===== config.mk =====
export PLATFORM = sky130hd
export DESIGN_NAME = disp_scanner
export DESIGN_NICKNAME = d
export VERILOG_FILES = /design/src/rtl/disp_pkg.sv /design/src/rtl/disp_prescaler.sv /design/src/rtl/disp_scanner.sv
export SDC_FILE = /design/constraint.sdc
export NUM_CORES = 1
export LEC_CHECK = 0
export BUFFER_PORTS_ARGS = -buffer_cell sky130_fd_sc_hd__buf_2
export CORE_ASPECT_RATIO = 0.75
export CORE_UTILIZATION = 60
export CTS_BUF_LIST = sky130_fd_sc_hd__clkbuf_8
export DETAILED_ROUTE_END_ITERATION = 10
export PLACE_DENSITY = 0.79
export SETUP_SLACK_MARGIN = 0.05
export SLEW_MARGIN = 20
export SYNTH_ARGS = -nofsm -noshare
export SYNTH_HDL_FRONTEND = slang
export SYNTH_SLANG_ARGS = --single-unit

===== constraint.sdc =====
create_clock -name CLK -period 6.2 [get_ports CLK]
set_input_delay 1.24 -clock CLK [delete_from_list [all_inputs] [get_ports CLK]]
set_output_delay 1.24 -clock CLK [all_outputs]
set_load 0.005 [all_outputs]

===== src/rtl/disp_pkg.sv =====
// Shared definitions for the display scanning blocks: state encoding,
// nibble width and an elaboration-time ceil(log2) helper.
package disp_pkg;

  localparam int NIBBLE_W = 4;

  typedef enum logic [1:0] {
    IDLE = 2'd0,
    ON   = 2'd1,
    GAP  = 2'd2
  } state_e;

  // ceil(log2(value)); returns 0 for value <= 1
  function automatic int clog2(input int value);
    int result;
    result = 0;
    for (int i = 0; i < 31; i++) begin
      if ((32'sd1 <<< i) < value) begin
        result = i + 1;
      end else begin
        result = result;
      end
    end
    return result;
  endfunction

endpackage


===== src/rtl/disp_prescaler.sv =====
// Free-running scan-rate divider: TICK is high while the count sits at
// PRESCALE-1; CLR holds the count at zero.
module disp_prescaler
  import disp_pkg::*;
#(
  parameter int PRESCALE = 50000
) (
  input  logic CLK,
  input  logic RST_N,
  input  logic CLR,
  output logic TICK
);

  localparam int PW = (clog2(PRESCALE) > 1) ? clog2(PRESCALE) : 1;
  localparam logic [PW-1:0] LAST = PW'(PRESCALE - 1);

  logic [PW-1:0] count_r;

  assign TICK = (count_r == LAST);

  // count 0..PRESCALE-1, wrap on tick, park at zero while cleared
  always_ff @(posedge CLK or negedge RST_N) begin
    if (!RST_N) begin
      count_r <= '0;
    end else if (CLR || TICK) begin
      count_r <= '0;
    end else begin
      count_r <= count_r + 1'b1;
    end
  end

endmodule


===== src/rtl/disp_scanner.sv =====
// N-digit time-multiplexed 7-segment scanner with frame snapshot, blanking gap
// and enable handshake. Optional leading-zero blanking: DISP_LEADING_ZERO_BLANK_EN.
module disp_scanner
  import disp_pkg::*;
#(
  parameter int DIGITS    = 2,
  parameter int PRESCALE  = 50000,
  parameter int GAP_TICKS = 1
) (
  input  logic                       CLK,
  input  logic                       RST_N,
  input  logic                       EN,
  input  logic [NIBBLE_W*DIGITS-1:0] VALUE,
  input  logic [DIGITS-1:0]          DOT,
  output logic [NIBBLE_W-1:0]        DISP,
  output logic                       DP,
  output logic [DIGITS-1:0]          DIG_SEL,
  output logic                       FRAME
);

  localparam int IW = (clog2(DIGITS) > 1) ? clog2(DIGITS) : 1;
  localparam int GW = (clog2(GAP_TICKS + 1) > 1) ? clog2(GAP_TICKS + 1) : 1;
  localparam logic [IW-1:0] IDX_LAST = IW'(DIGITS - 1);
  localparam logic [GW-1:0] GAP_LAST = (GAP_TICKS > 0) ? GW'(GAP_TICKS - 1) : '0;
  localparam logic [DIGITS-1:0] ONE_HOT = DIGITS'(1);

  state_e                     state_r, state_s;
  logic [IW-1:0]              idx_r, idx_s, adv_idx_s;
  logic [GW-1:0]              gap_r, gap_s;
  logic [NIBBLE_W*DIGITS-1:0] val_r, val_s;
  logic [DIGITS-1:0]          dot_r, dot_s;
  logic                       frame_s, wrap_s, tick_s, clr_s;
  logic [DIGITS-1:0]          keep_s, dig_sel_s;
  logic [NIBBLE_W-1:0]        disp_s;
  logic                       dp_s;

  assign clr_s     = (state_r == IDLE) || !EN;
  assign wrap_s    = (idx_r == IDX_LAST);
  assign adv_idx_s = wrap_s ? '0 : idx_r + 1'b1;

  disp_prescaler #(.PRESCALE(PRESCALE)) u_prescaler (
    .CLK   (CLK),
    .RST_N (RST_N),
    .CLR   (clr_s),
    .TICK  (tick_s)
  );

  // next-state: EN has priority over a coincident tick
  always_comb begin
    state_s = state_r;
    idx_s   = idx_r;
    gap_s   = gap_r;
    val_s   = val_r;
    dot_s   = dot_r;
    frame_s = 1'b0;
    case (state_r)
      IDLE: begin
        if (EN) begin
          state_s = ON;
          idx_s   = '0;
          val_s   = VALUE;
          dot_s   = DOT;
          frame_s = 1'b1;
        end else begin
          state_s = IDLE;
        end
      end
      ON: begin
        if (!EN) begin
          state_s = IDLE;
          idx_s   = '0;
          gap_s   = '0;
        end else if (tick_s && (GAP_TICKS > 0)) begin
          state_s = GAP;
          gap_s   = '0;
        end else if (tick_s) begin
          state_s = ON;
          idx_s   = adv_idx_s;
          if (wrap_s) begin
            val_s   = VALUE;
            dot_s   = DOT;
            frame_s = 1'b1;
          end else begin
            frame_s = 1'b0;
          end
        end else begin
          state_s = ON;
        end
      end
      GAP: begin
        if (!EN) begin
          state_s = IDLE;
          idx_s   = '0;
          gap_s   = '0;
        end else if (tick_s && (gap_r == GAP_LAST)) begin
          state_s = ON;
          idx_s   = adv_idx_s;
          if (wrap_s) begin
            val_s   = VALUE;
            dot_s   = DOT;
            frame_s = 1'b1;
          end else begin
            frame_s = 1'b0;
          end
        end else if (tick_s) begin
          gap_s = gap_r + 1'b1;
        end else begin
          state_s = GAP;
        end
      end
      default: begin
        state_s = IDLE;
        idx_s   = '0;
        gap_s   = '0;
      end
    endcase
  end

`ifdef DISP_LEADING_ZERO_BLANK_EN
  // keep a digit if it or any higher digit is nonzero or dotted; digit 0 always
  always_comb begin
    logic seen;
    seen   = 1'b0;
    keep_s = '0;
    for (int i = DIGITS - 1; i >= 0; i--) begin
      seen      = seen | (val_s[NIBBLE_W*i +: NIBBLE_W] != 4'h0) | dot_s[i];
      keep_s[i] = seen | (i == 0);
    end
  end
`else
  assign keep_s = '1;
`endif

  // output values for the cycle being entered, computed from next state
  always_comb begin
    dig_sel_s = '0;
    disp_s    = 4'h0;
    dp_s      = 1'b0;
    if ((state_s == ON) && keep_s[idx_s]) begin
      dig_sel_s = ONE_HOT << idx_s;
      disp_s    = val_s[NIBBLE_W*idx_s +: NIBBLE_W];
      dp_s      = dot_s[idx_s];
    end else begin
      dig_sel_s = '0;
      disp_s    = 4'h0;
      dp_s      = 1'b0;
    end
  end

  // state, snapshot and registered outputs
  always_ff @(posedge CLK or negedge RST_N) begin
    if (!RST_N) begin
      state_r <= IDLE;
      idx_r   <= '0;
      gap_r   <= '0;
      val_r   <= '0;
      dot_r   <= '0;
      DIG_SEL <= '0;
      DISP    <= 4'h0;
      DP      <= 1'b0;
      FRAME   <= 1'b0;
    end else begin
      state_r <= state_s;
      idx_r   <= idx_s;
      gap_r   <= gap_s;
      val_r   <= val_s;
      dot_r   <= dot_s;
      DIG_SEL <= dig_sel_s;
      DISP    <= disp_s;
      DP      <= dp_s;
      FRAME   <= frame_s;
    end
  end

endmodule


# Word level (Yosys, flattened, before mapping)
# Cells that the tools add are included.
# Widths: inputs -> output; s select.
word_totals:
  in_bits: 13
  wordCells: 73
  out_inout_bits: 8
  reg_bits: 38
classes:
  n_reduce_logical: 7
  add_sub_neg: 3
  eq_ne: 7
  bitwise: 2
  order_cmp: 1
  muxes: 41
  shift: 2
op_table:
  columns: ["op", "count"]
  rows:
  - ["$mux 8", 4]
  - ["$mux 2", 10]
  - ["$mux 1", 19]
  - ["$add 16x1->16 const B", 1]
  - ["$eq 16x16->1 const B", 1]
  - ["$mux 16", 1]
  - ["$pmux 8 s2", 1]
  - ["$ne 3x3->1 const B", 3]
  - ["$shiftx 8x4->4", 1]
  - ["$pmux 1 s3", 2]
  - ["$pmux 2 s3", 1]
  - ["$eq 2x1->1 const B", 2]
  - ["$mux 4", 1]
  - ["$pmux 2 s2", 1]
  - ["$reduce_and 4->1", 1]
  - ["$add 1x1->1 const B", 2]
  - ["$eq 2x2->1 const B", 1]
  - ["$logic_and 1x1->1", 2]
  - ["$logic_not 2->1", 1]
  - ["$logic_or 1x1->1", 2]
  - ["$lt 1x2->1 const B", 1]
  - ["$not 1->1", 2]
  - ["$pmux 1 s2", 1]
  - ["$shl 1x1->2 const A", 1]
  - ["$logic_not 1->1", 1]

# Logic depth before layout (Yosys ltp)
depth:
  word_depth: 9
  depth_mapped: 10
  depth_no_buf: 10

# Cells and area by module
# A second synthesis with hierarchy kept.
hier_totals:
  cells_unflattened: 152
  hier_area_um2: 1754.2
modules_own_cells:
  columns: ["mod", "cells_each", "instances", "area_each_um2", "seq_area_each_um2"]
  rows:
  - ["disp_scanner", 72, 1, 954.7, 550.5]
  - ["disp_prescaler", 80, 1, 799.5, 400.4]

# Worst setup path after synthesis
# Ideal clock, no wire load.
synth_timing:
  path_kind: "input-to-reg"
  start: "in EN"
  end: "reg DISP[0]"
  cell_stages: 6
  required_ns: 6.055
  path_buffers: 2
  path_slack_ns: 3.745
  t_arrival_ns: 2.310
  setup_ns: 0.145
  cell_sequence: "buf_6 -> nand2_1 -> o32a_1 -> buf_6 -> a221oi_2 -> o22ai_1"
synth_between:
  elab_chain_len: 5
  elab_cells_between_ends: 15
  cone_classes: "1 x eq/ne; 1 x shift; 12 x mux; 1 x reduce/logical"
synth_lines:
  columns: ["element", "line_no", "source"]
  rows:
  - ["from (decl)", "disp_scanner.sv:12", "input logic EN,"]
  - ["branches (longest 4 deep; another with $shiftx 8x4->4)", null, null]
  - ["$mux 4 (*)", "disp_scanner.sv:139", "if ((state_s == ON) && keep_s[idx_s]) begin"]
  - ["net disp_s[0]", "disp_scanner.sv:34", "logic [NIBBLE_W-1:0] disp_s;"]
  - ["to (signal assigned)", "disp_scanner.sv:169", "DISP <= disp_s;"]
  - ["to (decl)", "disp_scanner.sv:15", "output logic [NIBBLE_W-1:0] DISP,"]
# Mark *: on every way through the listed nets, which the timed path passes.
# A chain may end at the register's enable or synchronous reset.

# Worst setup path after layout
layout_timing:
  start: "in EN"
  end: "reg DISP[2]"
# The elaborated chain is that of the path after synthesis.

==> results.sh <==
export IMPL_timing_worst_slew_pin_value_ns=0.835
export IMPL_htreeDepth=2
export IMPL_period_utilisation_layout_pct=44.4
export IMPL_timing_setup_critical_path_class="in -> reg"
export IMPL_worst_r2r_path_depth=6
export IMPL_hold_start="u_prescaler.count_r[0]"
export IMPL_result_of_the_run="finished, final reports clean"
export IMPL_post_cts_buffers=0
export IMPL_top_usage_layer="met2"
export IMPL_timing_clock_skew_ns=0.00523
export IMPL_mean_syn_cell_area_um2=10.7
export IMPL_hold_path_cell_count=1
export IMPL_setup_worst_path_end_class="register"
export IMPL_path_max_fanout=19
export IMPL_grt_start_max_net_pins=39
export IMPL_global_route_overflow_total=0
export IMPL_via_count=1480
export IMPL_finalSetupTns_ns=0
export IMPL_dr_wl_cell_um=16.5
export IMPL_total_switching_power_w=0.000134
export IMPL_route_antenna_remaining_nets=0
export IMPL_post_cts_hold_buffer_count=0
export IMPL_number_of_failing_hold_endpoints_at_the_final_stage=0
export IMPL_synth_seq_area_share_pct=46.9
export IMPL_flow_area_growth_from_synthesis_pct=9.44
export IMPL_top_level_ports=21
export IMPL_relSlewSlack_pct=44.3
export IMPL_final_max_slew_violation_count=0
export IMPL_time_the_final_worst_path_needs_with_i_o_delays_and_setup_ns=2.75
export IMPL_first_pass_iters=4
export IMPL_floorplan_die_area_um2=3620
export IMPL_timing_critical_path_cells="buf_2 > nand2_1 > o32a_1 > a221oi_2 > o22ai_1"
export IMPL_p_per_area_nw_per_um2=230
export IMPL_synth_top_cells_by_area="sky130_fd_sc_hd__dfrtp_1, sky130_fd_sc_hd__a221oi_2, sky130_fd_sc_hd__mux2i_1"
export IMPL_clockRootBuffer="sky130_fd_sc_hd__clkbuf_8"
export IMPL_final_setup_viol_count=0
export IMPL_initial_core_util_pct=65.8
export IMPL_top_cell_types_by_occurrence_after_synthesis="sky130_fd_sc_hd__dfrtp_1, sky130_fd_sc_hd__nor2_1, sky130_fd_sc_hd__inv_1"
export IMPL_antenna_cells=0
export IMPL_cts_made_buffers=5
export IMPL_syn_instance_count=190
export IMPL_ys_warn_count=0
export IMPL_power_switching_fraction_pct=26.1
export IMPL_share_seq_of_total_power_pct=53.6
export IMPL_finalCoreUtilization_pct=72.0
export IMPL_min_path_type="reg -> reg"
export IMPL_p_int_w=0.000378
export IMPL_ff2ff_setup_slack_ns=3.66
export IMPL_peakVddDrop_mv=0.172
export IMPL_die_outline_height_um=52.4
export IMPL_nFillCells=233
export IMPL_cellLeakagePower_nw=1.11
export IMPL_post_synth_top_area_fraction_pct=46.9
export IMPL_critical_path_top_delay_family="compound AO/OA/AOI/OAI gates"
export IMPL_worst_path_buf_inv=1
export IMPL_critPathSlowestCell="sky130_fd_sc_hd__o32a_1"
export IMPL_grt_first_pass_wirelength_um=6710
export IMPL_place_congestion=0.870
export IMPL_cp_arrival_ns=2.89
export IMPL_groute_layer_met3_usage_pct=6.54
export IMPL_vias_in_the_first_global_route=1461
export IMPL_worst_endpoint_required_ns=6.33
export IMPL_detail_route_drc_violations=0
export IMPL_share_clk_of_total_power_pct=33.8
export IMPL_design_final_nets=229
export IMPL_startpoint_type="primary input"
export IMPL_mappedNetlistArea_um2=2030
export IMPL_synth_enable_flop_cells=0
export IMPL_worst_setup_hold_path_clk_slew_ns=0.07
export IMPL_clock_sinks=38
export IMPL_grt_met2_usage_pct=40.0
export IMPL_wl_um=4120
export IMPL_worst_hold_path_endpoint="u_prescaler.count_r[0]"
export IMPL_synth_seq_cells=38
export IMPL_floorplan_core_area_um2=3080
export IMPL_dp_final_hpwl_um=2880
export IMPL_setup_repair_after_global_routing_missed_its_margin="false"
export IMPL_post_synth_top_count_cell="sky130_fd_sc_hd__dfrtp_1"
export IMPL_critical_path_max_stage_delay_ns=0.57
export IMPL_timing_max_cap_violations=0
export IMPL_fp_dieW_um=69.1
export IMPL_met1_usage_pct=32.7
export IMPL_first_iter_violations=111
export IMPL_avgViaCountPerCell=5.94
export IMPL_clock_latency_ns=0.29
export IMPL_cts_tree="built"
export IMPL_grt_usage_pct=25.0
export IMPL_grt_antenna_before_repair=0
export IMPL_cts_repair_resize_count=0
export IMPL_clk_path_buf_depth=2
export IMPL_number_of_input_and_output_port_buffers_inserted=20
export IMPL_fraction_of_final_layout_cells_with_drive_strength_greater_than_1_pct=21.8
export IMPL_library_cell_with_the_largest_summed_area_after_synthesis="sky130_fd_sc_hd__dfrtp_1"
export IMPL_reg2reg_from="u_prescaler.count_r[0]"
export IMPL_timing_rr_end="DP"
export IMPL_combinationalPowerShare_pct=12.6
export IMPL_fmaxAchievable_mhz=363
export IMPL_postSynthNetCount=209
export IMPL_synth_lib_cells_used_distinct=41
export IMPL_synth_top_flop_cell="sky130_fd_sc_hd__dfrtp_1"
export IMPL_rows=17
export IMPL_synthArstFlopShare_pct=100
==> area by class of cell <==
cell class                 count  area (um2)  area share [%]
clock buffer                   6        82.6            3.72
clock inverter                 2        8.76           0.395
inverter                      17        63.8            2.87
multi-input combinational    128         966            43.5
sequential                    38         951            42.8
tap                           38        47.5            2.14
timing repair buffer          20         100            4.51
==> layout by cell type (no fill, tap or decap), types with 5 or more instances in the layout <==
| master | count |
|---|---|
| sky130_fd_sc_hd__mux2i_1 | 11 |
| sky130_fd_sc_hd__a21oi_1 | 6 |
| sky130_fd_sc_hd__nor2_1 | 28 |
| sky130_fd_sc_hd__ha_1 | 6 |
| sky130_fd_sc_hd__nand2_1 | 9 |
| sky130_fd_sc_hd__clkbuf_8 | 6 |
| sky130_fd_sc_hd__buf_2 | 20 |
| sky130_fd_sc_hd__a221oi_2 | 9 |
| sky130_fd_sc_hd__inv_1 | 18 |
| sky130_fd_sc_hd__dfrtp_1 | 38 |
| sky130_fd_sc_hd__xor2_1 | 9 |
| sky130_fd_sc_hd__o22ai_1 | 5 |
==> kinds of logic (layout without fill, tap and decap cells) <==
family / Yosys count / after routing / synth area share, %
xor gates and xnor gates: 12 / 12 / 5.18
and+or+nand+nor: 68 / 68 / 19.6
buffers and inverters: 24 / 45 / 5.49
muxes: 11 / 11 / 5.43
AOI/OAI and AO/OA: 31 / 31 / 13.7
DFF: 38 / 38 / 46.9
adders and majority gates: 6 / 6 / 3.70
==> through the flow <==
stage                     power (W)  cells  setup slack (ns)  instance area (um2)  hold slack (ns)
after floorplan            0.000320    190              3.75                 2030            0.424
after global placement     0.000337    241              3.25                 2130            0.441
after detailed placement   0.000342    241              3.15                 2130            0.447
after CTS                  0.000517    249              3.45                 2220            0.456
after global routing       0.000533    249              3.29                 2220            0.481
final                      0.000511    249              3.45                 2220            0.450
==> worst max path at each step <==
stage | slack [ns] | end | depth (start not counted) | from
detailed placement | 3.15 | DP | 5 | EN
floorplan | 3.75 | DISP[0] | 6 | EN
finish | 3.45 | DISP[2] | 5 | EN
global placement | 3.25 | DISP[3] | 5 | EN
CTS | 3.45 | DISP[2] | 5 | EN
global route | 3.29 | DISP[1] | 5 | EN
==> routing by layer <==
layer  up-vias  share of wire, %
met5         -                 0
met4         0               1.1
met3         5               4.2
met2        39                48
met1       729                47
li1        707                 -
==> power groups by stage <==
stage	registers, W	clock network, W	logic (W)
global placement	0.000277	0	0.0000601
floorplan	0.000277	0	0.0000433
global route	0.000275	0.000185	0.0000725
CTS	0.000274	0.000178	0.0000648
finish	0.000274	0.000173	0.0000644
detailed placement	0.000278	0	0.0000640
==> sequential cells by signal, indices dropped and copies added (netlist names) <==
name / flops
gap_r: 1
DP: 1
u_prescaler.count_r: 16
idx_r: 1
DISP: 4
dot_r: 2
val_r: 8
DIG_SEL: 2
state_r: 2
FRAME: 1
Note: power is estimated with default switching activity, not from simulation.
